[src/rtl/ext_domain_power_sequencer_pkg.sv]
// Shared types and defaults for the external-domain power sequencer.
// No logic: state encoding, default timing constants, timer-width helper.
// Imported by the sequencer top and its bench.
package ext_pwr_seq_pkg;

  // Sequencer states; 3-bit encoding is fixed so it can be probed from the SoC.
  typedef enum logic [2:0] {
    ST_OFF      = 3'd0,
    ST_WAIT_ON  = 3'd1,
    ST_ISO_REL  = 3'd2,
    ST_RST_REL  = 3'd3,
    ST_ON       = 3'd4,
    ST_CLK_STOP = 3'd5,
    ST_ISO_SET  = 3'd6,
    ST_WAIT_OFF = 3'd7
  } pwr_state_e;

  localparam int unsigned TIMEOUT_DEF   = 64;
  localparam int unsigned ISO_DELAY_DEF = 2;
  localparam int unsigned RST_DELAY_DEF = 4;

  // Largest of the three delays; sizes the shared state timer.
  function automatic int unsigned max3(input int unsigned a, input int unsigned b,
                                       input int unsigned c);
    int unsigned m;
    m = (a > b) ? a : b;
    return (m > c) ? m : c;
  endfunction

endpackage

[src/rtl/ext_domain_power_sequencer_if.sv]
// Control/status bundle between the power sequencer and the SoC/testharness.
// Pure wiring, no latency.
// No backpressure: level request in, level status out.
interface ext_domain_power_sequencer_if;

  logic power_on_i;
  logic err_clear_i;
  logic powergate_switch_ack_ni;
  logic powergate_switch_no;
  logic isolation_no;
  logic domain_rst_no;
  logic clk_en_o;
  logic powered_o;
  logic busy_o;
  logic err_o;

  // Sequencer side.
  modport slave (
    input  power_on_i, err_clear_i, powergate_switch_ack_ni,
    output powergate_switch_no, isolation_no, domain_rst_no, clk_en_o,
           powered_o, busy_o, err_o
  );

  // Requester / switch-cell side.
  modport master (
    output power_on_i, err_clear_i, powergate_switch_ack_ni,
    input  powergate_switch_no, isolation_no, domain_rst_no, clk_en_o,
           powered_o, busy_o, err_o
  );

endinterface

[src/rtl/ext_domain_power_sequencer_ack_sync.sv]
// Optional 2-flop synchronizer for the active-low switch-cell ack (macro EXT_PWR_SEQ_ACK_SYNC_EN).
// Latency: 2 cycles when EXT_PWR_SEQ_ACK_SYNC_EN is defined, 0 (pass-through) otherwise.
// No backpressure; flops reset to 1 so a reset never looks like "powered".
module ext_pwr_seq_ack_sync (
  input  logic clk_i,
  input  logic rst_i,
  input  logic ack_ni,
  output logic ack_no
);

`ifdef EXT_PWR_SEQ_ACK_SYNC_EN
  logic [1:0] sync_q;
  logic [1:0] sync_d;

  assign sync_d = {sync_q[0], ack_ni};

  // Two-stage shift toward the FSM; reset value reads as "switch off".
  always_ff @(posedge clk_i) begin
    if (rst_i) begin
      sync_q <= 2'b11;
    end else begin
      sync_q <= sync_d;
    end
  end

  assign ack_no = sync_q[1];
`else
  logic unused_clk_rst;

  assign unused_clk_rst = clk_i ^ rst_i;
  assign ack_no         = ack_ni;
`endif

endmodule

[src/rtl/ext_domain_power_sequencer.sv]
// Sequences switch, isolation, reset and clock-enable of one power-gated domain (optional ack sync: EXT_PWR_SEQ_ACK_SYNC_EN).
// Latency: outputs follow the deciding edge by 1 cycle; up-sequence = ack wait + ISO_DELAY + RST_DELAY.
// No backpressure: power_on_i is a level, only looked at in OFF and ON; ack waits are bounded by TIMEOUT.
module ext_domain_power_sequencer
  import ext_pwr_seq_pkg::*;
#(
  parameter int unsigned TIMEOUT   = TIMEOUT_DEF,
  parameter int unsigned ISO_DELAY = ISO_DELAY_DEF,
  parameter int unsigned RST_DELAY = RST_DELAY_DEF
) (
  input  logic                          clk_i,
  input  logic                          rst_i,
  ext_domain_power_sequencer_if.slave   pwr_if
);

  localparam int CNT_W = $clog2(max3(TIMEOUT, ISO_DELAY, RST_DELAY) + 1);

  localparam logic [CNT_W-1:0] TO_LAST  = CNT_W'(TIMEOUT - 1);
  localparam logic [CNT_W-1:0] ISO_LAST = CNT_W'(ISO_DELAY - 1);
  localparam logic [CNT_W-1:0] RST_LAST = CNT_W'(RST_DELAY - 1);
  localparam logic [CNT_W-1:0] CNT_MAX  = {CNT_W{1'b1}};

  pwr_state_e       state_q, state_d;
  logic [CNT_W-1:0] cnt_q, cnt_d;
  logic             err_q, err_d;
  logic             err_set;
  logic             ack_n;

  logic sw_n, iso_n, rst_n, clk_en, powered, busy;

  ext_pwr_seq_ack_sync u_ack_sync (
    .clk_i  (clk_i),
    .rst_i  (rst_i),
    .ack_ni (pwr_if.powergate_switch_ack_ni),
    .ack_no (ack_n)
  );

  // Next state; a timeout in either ack wait raises the sticky error.
  always_comb begin
    state_d = state_q;
    err_set = 1'b0;
    case (state_q)
      ST_OFF: begin
        if (pwr_if.power_on_i && !err_q) state_d = ST_WAIT_ON;
      end
      ST_WAIT_ON: begin
        if (!ack_n) begin
          state_d = ST_ISO_REL;
        end else if (cnt_q == TO_LAST) begin
          err_set = 1'b1;
          state_d = ST_WAIT_OFF;
        end
      end
      ST_ISO_REL: begin
        if (cnt_q == ISO_LAST) state_d = ST_RST_REL;
      end
      ST_RST_REL: begin
        if (cnt_q == RST_LAST) state_d = ST_ON;
      end
      ST_ON: begin
        if (!pwr_if.power_on_i) state_d = ST_CLK_STOP;
      end
      ST_CLK_STOP: begin
        state_d = ST_ISO_SET;
      end
      ST_ISO_SET: begin
        if (cnt_q == ISO_LAST) state_d = ST_WAIT_OFF;
      end
      ST_WAIT_OFF: begin
        if (ack_n) begin
          state_d = ST_OFF;
        end else if (cnt_q == TO_LAST) begin
          err_set = 1'b1;
          state_d = ST_OFF;
        end
      end
      default: state_d = ST_OFF;
    endcase
  end

  // Timer restarts at 0 on every state change and saturates otherwise; error set beats clear.
  always_comb begin
    cnt_d = '0;
    if (state_d == state_q) begin
      cnt_d = (cnt_q == CNT_MAX) ? cnt_q : cnt_q + CNT_W'(1);
    end
    err_d = err_set ? 1'b1 : (pwr_if.err_clear_i ? 1'b0 : err_q);
  end

  // State, timer and error registers.
  always_ff @(posedge clk_i) begin
    if (rst_i) begin
      state_q <= ST_OFF;
      cnt_q   <= '0;
      err_q   <= 1'b0;
    end else begin
      state_q <= state_d;
      cnt_q   <= cnt_d;
      err_q   <= err_d;
    end
  end

  // Output decode from state only; defaults are the fully-off values.
  always_comb begin
    sw_n    = 1'b1;
    iso_n   = 1'b0;
    rst_n   = 1'b0;
    clk_en  = 1'b0;
    powered = 1'b0;
    busy    = 1'b1;
    case (state_q)
      ST_OFF: begin
        busy = 1'b0;
      end
      ST_WAIT_ON: begin
        sw_n = 1'b0;
      end
      ST_ISO_REL: begin
        sw_n  = 1'b0;
        iso_n = 1'b1;
      end
      ST_RST_REL: begin
        sw_n   = 1'b0;
        iso_n  = 1'b1;
        clk_en = 1'b1;
      end
      ST_ON: begin
        sw_n    = 1'b0;
        iso_n   = 1'b1;
        clk_en  = 1'b1;
        rst_n   = 1'b1;
        powered = 1'b1;
        busy    = 1'b0;
      end
      ST_CLK_STOP: begin
        sw_n  = 1'b0;
        iso_n = 1'b1;
      end
      ST_ISO_SET: begin
        sw_n = 1'b0;
      end
      ST_WAIT_OFF: begin
        sw_n = 1'b1;
      end
      default: begin
        busy = 1'b0;
      end
    endcase
  end

  assign pwr_if.powergate_switch_no = sw_n;
  assign pwr_if.isolation_no        = iso_n;
  assign pwr_if.domain_rst_no       = rst_n;
  assign pwr_if.clk_en_o            = clk_en;
  assign pwr_if.powered_o           = powered;
  assign pwr_if.busy_o              = busy;
  assign pwr_if.err_o               = err_q;

endmodule

[src/flat_wrapper.sv]
// flat-port wrapper written by rule: the top's interface ports become plain ports
module ext_domain_power_sequencer_flat import ext_pwr_seq_pkg::*;
#(
  parameter int unsigned TIMEOUT   = TIMEOUT_DEF,
  parameter int unsigned ISO_DELAY = ISO_DELAY_DEF,
  parameter int unsigned RST_DELAY = RST_DELAY_DEF
)
  (clk_i, rst_i, pwr_if_power_on_i, pwr_if_err_clear_i, pwr_if_powergate_switch_ack_ni, pwr_if_powergate_switch_no, pwr_if_isolation_no, pwr_if_domain_rst_no, pwr_if_clk_en_o, pwr_if_powered_o, pwr_if_busy_o, pwr_if_err_o);
  ext_domain_power_sequencer_if pwr_if_i ();
  input  logic clk_i;
  input  logic rst_i;
  input wire logic [$bits(pwr_if_i.power_on_i)-1:0] pwr_if_power_on_i;
  input wire logic [$bits(pwr_if_i.err_clear_i)-1:0] pwr_if_err_clear_i;
  input wire logic [$bits(pwr_if_i.powergate_switch_ack_ni)-1:0] pwr_if_powergate_switch_ack_ni;
  output wire logic [$bits(pwr_if_i.powergate_switch_no)-1:0] pwr_if_powergate_switch_no;
  output wire logic [$bits(pwr_if_i.isolation_no)-1:0] pwr_if_isolation_no;
  output wire logic [$bits(pwr_if_i.domain_rst_no)-1:0] pwr_if_domain_rst_no;
  output wire logic [$bits(pwr_if_i.clk_en_o)-1:0] pwr_if_clk_en_o;
  output wire logic [$bits(pwr_if_i.powered_o)-1:0] pwr_if_powered_o;
  output wire logic [$bits(pwr_if_i.busy_o)-1:0] pwr_if_busy_o;
  output wire logic [$bits(pwr_if_i.err_o)-1:0] pwr_if_err_o;
  assign pwr_if_i.power_on_i = pwr_if_power_on_i;
  assign pwr_if_i.err_clear_i = pwr_if_err_clear_i;
  assign pwr_if_i.powergate_switch_ack_ni = pwr_if_powergate_switch_ack_ni;
  assign pwr_if_powergate_switch_no = pwr_if_i.powergate_switch_no;
  assign pwr_if_isolation_no = pwr_if_i.isolation_no;
  assign pwr_if_domain_rst_no = pwr_if_i.domain_rst_no;
  assign pwr_if_clk_en_o = pwr_if_i.clk_en_o;
  assign pwr_if_powered_o = pwr_if_i.powered_o;
  assign pwr_if_busy_o = pwr_if_i.busy_o;
  assign pwr_if_err_o = pwr_if_i.err_o;
  ext_domain_power_sequencer #(.TIMEOUT(TIMEOUT), .ISO_DELAY(ISO_DELAY), .RST_DELAY(RST_DELAY)) u_core (.clk_i(clk_i), .rst_i(rst_i), .pwr_if(pwr_if_i));
endmodule
[config.mk]
export PLATFORM = sky130hd
export DESIGN_NAME = ext_domain_power_sequencer_flat
export DESIGN_NICKNAME = d
export VERILOG_FILES = /design/src/rtl/ext_domain_power_sequencer_pkg.sv /design/src/rtl/ext_domain_power_sequencer_if.sv /design/src/rtl/ext_domain_power_sequencer_ack_sync.sv /design/src/rtl/ext_domain_power_sequencer.sv /design/src/flat_wrapper.sv
export SDC_FILE = /design/constraint.sdc
export NUM_CORES = 1
export LEC_CHECK = 0
export ABC_AREA = 1
export BUFFER_PORTS_ARGS = -buffer_cell sky130_fd_sc_hd__buf_2
export CAP_MARGIN = 20
export CORE_ASPECT_RATIO = 0.75
export CORE_MARGIN = 1
export CORE_UTILIZATION = 45
export DETAILED_ROUTE_END_ITERATION = 10
export PLACE_DENSITY = 0.68
export SLEW_MARGIN = 25
export SYNTH_ARGS = -nofsm -noshare
export SYNTH_HDL_FRONTEND = slang
export SYNTH_HIERARCHICAL = 1
export SYNTH_SLANG_ARGS = --single-unit
[constraint.sdc]
create_clock -name clk_i -period 1.6 [get_ports clk_i]
set_input_delay 0.08 -clock clk_i [delete_from_list [all_inputs] [get_ports clk_i]]
set_output_delay 0.08 -clock clk_i [all_outputs]
set_load 0.005 [all_outputs]
Word level (Yosys, flattened, before mapping)
Index checks and enable logic that the tools add are counted.

Word-level logic and storage cells: 47. Input port bits: 5. Register bits after elaboration: 11. Output and inout port bits: 7.

Equal/unequal tests: 12. Bitwise operators: 1. Add/sub/neg operators: 1. Reduce and logical (&&, ||, !) cells: 9. Muxes and demuxes: 21.

Operators with widths (count): 2-to-1 mux 3 bit (9); case mux 3 bit (8 select lines) (1); equality test 3 bit, second input constant (4); 2-to-1 mux 1 bit (10); adder 7 x 1 -> 7 bit, second input constant (1); equality test 7 x 1 -> 1 bit, second input constant (1); equality test 7 x 2 -> 1 bit, second input constant (1); equality test 7 x 6 -> 1 bit, second input constant (1); equality test 7 bit, second input constant (1); equality test 3 x 2 -> 1 bit, second input constant (2); OR reduction 2 bit (3); OR reduction 6 bit (1); OR reduction 4 bit (1); equality test 3 x 1 -> 1 bit, second input constant (1); equality test 3 bit (1); zero test 3 bit (1); case mux 1 bit (2 select lines) (1); nonzero test 2 bit (1); logical AND 1 bit (1); zero test 1 bit (1); inverter 1 bit (1).

Depth between registers and ports, before layout
Depth in word-level cells: 7. Gate-level depth with buffers: 12. Gate-level depth less buffers: 12.

By module
The synthesis kept the hierarchy.

By module, submodules not included: ext_domain_power_sequencer (seq. area each 220.2 sq um, times used 1, cells an instance 113, area an instance 795.8 sq um); ext_pwr_seq_ack_sync (seq. area each 0.0 sq um, times used 1, cells an instance 1, area an instance 7.5 sq um).

Least setup slack after synthesis
OpenSTA, ideal clock, no wires.

Path type: reg2reg. Start point: reg u_core.cnt_q[0]. End point: reg u_core.cnt_q[0]. Path buffers: 0. Arrival: 1.390 ns. Setup time: 0.062 ns. Data required time: 1.538 ns. Path slack: 0.148 ns. Stages on the path, launching flop included: 13. Clock period less this slack: 1.452 ns. Cell sequence: dfxtp_1 > ha_1 > inv_2 > nor2_8 > nand2_2 > inv_1 > nand2_2 > nand2_1 > nor2_1 > nand2_2 > nor2_4 > nand2_4 > nor2_2.

Word-level cells in the longest chain between the ends: 7. Elaborated cells between the ends (all ways): 16. Those cells by class: add/sub: 1; eq/ne: 5; mux: 8; bitwise: 1; reduce/logical: 1.

Ends and longest elaborated chain: start: declaration (RTL line ext_domain_power_sequencer.sv:24) `logic [CNT_W-1:0] cnt_q, cnt_d;`; start signal: assignment (RTL line ext_domain_power_sequencer.sv:98) `cnt_q <= cnt_d;`; equality test 7 x 6 -> 1 bit (RTL line ext_domain_power_sequencer.sv:49, ext_domain_power_sequencer.sv:72); 2-to-1 mux 3 bit, on equally long branches (RTL line ext_domain_power_sequencer.sv:72, ext_domain_power_sequencer.sv:49); 2-to-1 mux 3 bit, on equally long branches (RTL line ext_domain_power_sequencer.sv:70, ext_domain_power_sequencer.sv:47); case mux 3 bit (8 select lines) (RTL line ext_domain_power_sequencer.sv:42) `case (state_q)`; equality test 3 bit (RTL line ext_domain_power_sequencer.sv:84) `if (state_d == state_q) begin`; inverter 1 bit (no line); OR reduction 2 bit (no line).

Parallel ways exist; a longest one is shown, timed or not. A chain may end at the register's enable or synchronous reset.

Worst setup path after layout
Start point: reg u_core.cnt_q[1]. End point: reg u_core.cnt_q[1].

Same word-level chain as after synthesis.

==> run metrics <==
status complete, no violations; CTS Buffer Depth 2; n_diodes 0; ys flop type dfxtp_1; clock skew 3.12 ps; synthesis-to-finish area growth 22.6%; Worst-path clk slew 70 ps; Fin Hold WS 24.3 ps; FP Rows 12; pin count of the biggest net entering global routing 9; die height 38.6 microns; Remaining DRCs 0; Clk Latency, worst-skew pair 270 ps; FFs w/ async S/R, synth 0%; Final Cycle Share 91.9%; Post-synth EDFFs 0; port bufs 11; R2R cell count 10; synth top area cells dfxtp_1, nor2_2, inv_1, nand2_1, nand2_2; final wirelength 1520 microns; peak supply drop 0.663 mV; CTS H-tree lvls 1; Vias 715; Worst Path Max Fanout 7; Initial Utilization 51.0%; global-route wire length before repair 2550 microns; Final Cell Area 985 sq um; cell taking the most area after synthesis dfxtp_1; Slew @ Worst Pin 324 ps; number of global-route vias before repair 590; final worst slack 130 ps; Leak 0.000507 uW; CTS Buf Count 3; hold path depth 2; cells along the critical path buf_4 > inv_1 > ha_1 > nand3_1 > nor2_1 > a21oi_1 > nand4_1 > nand2_2 > nand2_4 > nor2_4; Core ar. 1580 sq um; post-synthesis register bit count 11; Synth Cell Area 803 sq um; top cell type's share of synthesized area 27.4%; Final GP Congestion 0.823; Slew Limit Fails 0; # Max-Cap Violations 0; Sink Count 11; fin crit period 1470 ps; synthesized area per cell 7.05 sq um; Worst Path Required 1800 ps; Crit Path Class flop to flop; Syn Nets 121; number of warning messages in the yosys log 6; Synth cell types 25; Worst Setup Start Kind flop; antenna violations before repair 0; CTS tree done; Max transition margin 78.2%; DP Area 895 sq um; Fin. Hold Viols 0; gr ovfl total 0; layout cells sized above 1 43.2%; number of nets with antenna violations after routing 0; Worst EP arrival 1670 ps; pre-CTS setup slack 77.8 ps; critical path's slowest cell dfxtp_2; Die Wd 50.8 microns; io pins 12; vias per std cell 4.67; die area 1960 sq um; fmax 680 MHz; Worst Hold Class primary input to flop; 1st-pass router iterations 4; dpl cells 147; hpwl dp 1240 microns; DRT iter0 DRCs 21; CP max stage delay 350 ps; Tot GR Track Use 18.7%; PD cells 710 nW/um^2; clk root buf clkbuf_4; setup violators final 0; wire length per cell 9.95 microns; CP Capture Type flop; final total power 699 uW; Syn Inst Count 114; Nets 140; Layout Cells excl Fill 153; number of hold buffers added after cts 0; post-synthesis sequential area ratio 27.4%
timing repair:
item / CTS / global route
gates resized for setup: 0 / 13
buffers inserted: 0 / 2
endpoints found under the setup margin: 0 / 7
cell usage in the layout, fill, tap and decap left out, types with 2 or more instances in the layout:
master    netlist  routed
dfxtp_2         0       3
nand4_1         2       2
nor2_4          2       6
inv_2           3       2
nand3_1         5       5
buf_2           1      11
o21ai_0         5       5
nand2_2         7       7
dfxtp_1        11       8
nand2_4         2       3
xor2_1          3       3
nand2_1        17      16
nor2_2         13      10
buf_4           2       6
clkbuf_4        0       3
nand3_2         2       2
inv_1          18      18
nor2_1          9       8
a21oi_1         3       3
flip-flops by register name, summed over array words and instances, names as in the netlist:
signal               cells
u_core/cnt_q             7
u_core/pwr_if.err_o      1
u_core/state_q           3
where the power goes:
group          switching (uW)  total [uW]  internal, uW
Sequential               22.7         314           292
Clock                    90.5         187          96.5
Combinational             115         197          82.1
synthesized netlist by cell type, drive strengths merged (2+ instances only):
| cell | instances |
|---|---|
| nor2 | 25 |
| dfxtp | 11 |
| buf | 3 |
| nand4 | 2 |
| xor2 | 3 |
| ha | 2 |
| nand3 | 7 |
| inv | 21 |
| nor3 | 2 |
| nand2 | 26 |
| o21ai | 5 |
| a21oi | 3 |
worst paths after layout:
kind	endpoint	startpoint	slack, ps
hold / removal	u_core/state_q[1]	rst_i	20
setup / recovery	u_core/cnt_q[1]	u_core/cnt_q[1]	130
hold reg to reg	u_core/cnt_q[6]	u_core/cnt_q[6]	590
setup reg to reg	u_core/cnt_q[1]	u_core/cnt_q[1]	130
cell type report:
type,count,area (sq um)
multi-input combinational,79,527
inverter,21,81.3
tap,21,26.3
timing repair buffer,17,100
clock buffer,4,26.3
fill,151,592
sequential,11,224
worst max-delay path, delay by kind of cell (launching register included):
kind | cells | cell delay, ps
adder cells (fa/ha/maj) | 1 | 170
flip-flops | 1 | 350
AND/OR/NAND/NOR | 6 | 600
AO/OA/AOI/OAI | 1 | 120
buffers and inverters | 2 | 160
cell families after synthesis:
logic type | after synthesis | share of synthesized area, %
AO/OA/AOI/OAI | 11 | 8.10
XOR/XNOR | 3 | 3.27
adder cells (fa/ha/maj) | 2 | 3.11
buffers and inverters | 24 | 12.3
flip-flops | 11 | 27.4
AND/OR/NAND/NOR | 63 | 45.8
stage by stage:
stage | setup TNS, ps | util [%]
global placement | 0 | 56.7
finish | 0 | 62.5
global route | -97.7 | 62.5
CTS | 0 | 58.4
detailed placement | 0 | 56.7
floorplan | 0 | -
layer usage:
| metal | vias up | share of wire, % | wire length [microns] | GRT usage [%] |
|---|---|---|---|---|
| met4 | 0 | 0.53 | 8 | 6.25 |
| met1 | 311 | 53 | 810 | 26.5 |
| li1 | 389 | - | - | - |
| met3 | 2 | 4.5 | 69 | 5.88 |
| met5 | - | 0 | 0 | 0 |
| met2 | 13 | 42 | 634 | 26.3 |
No activity file was read; power rests on OpenSTA's default activity.
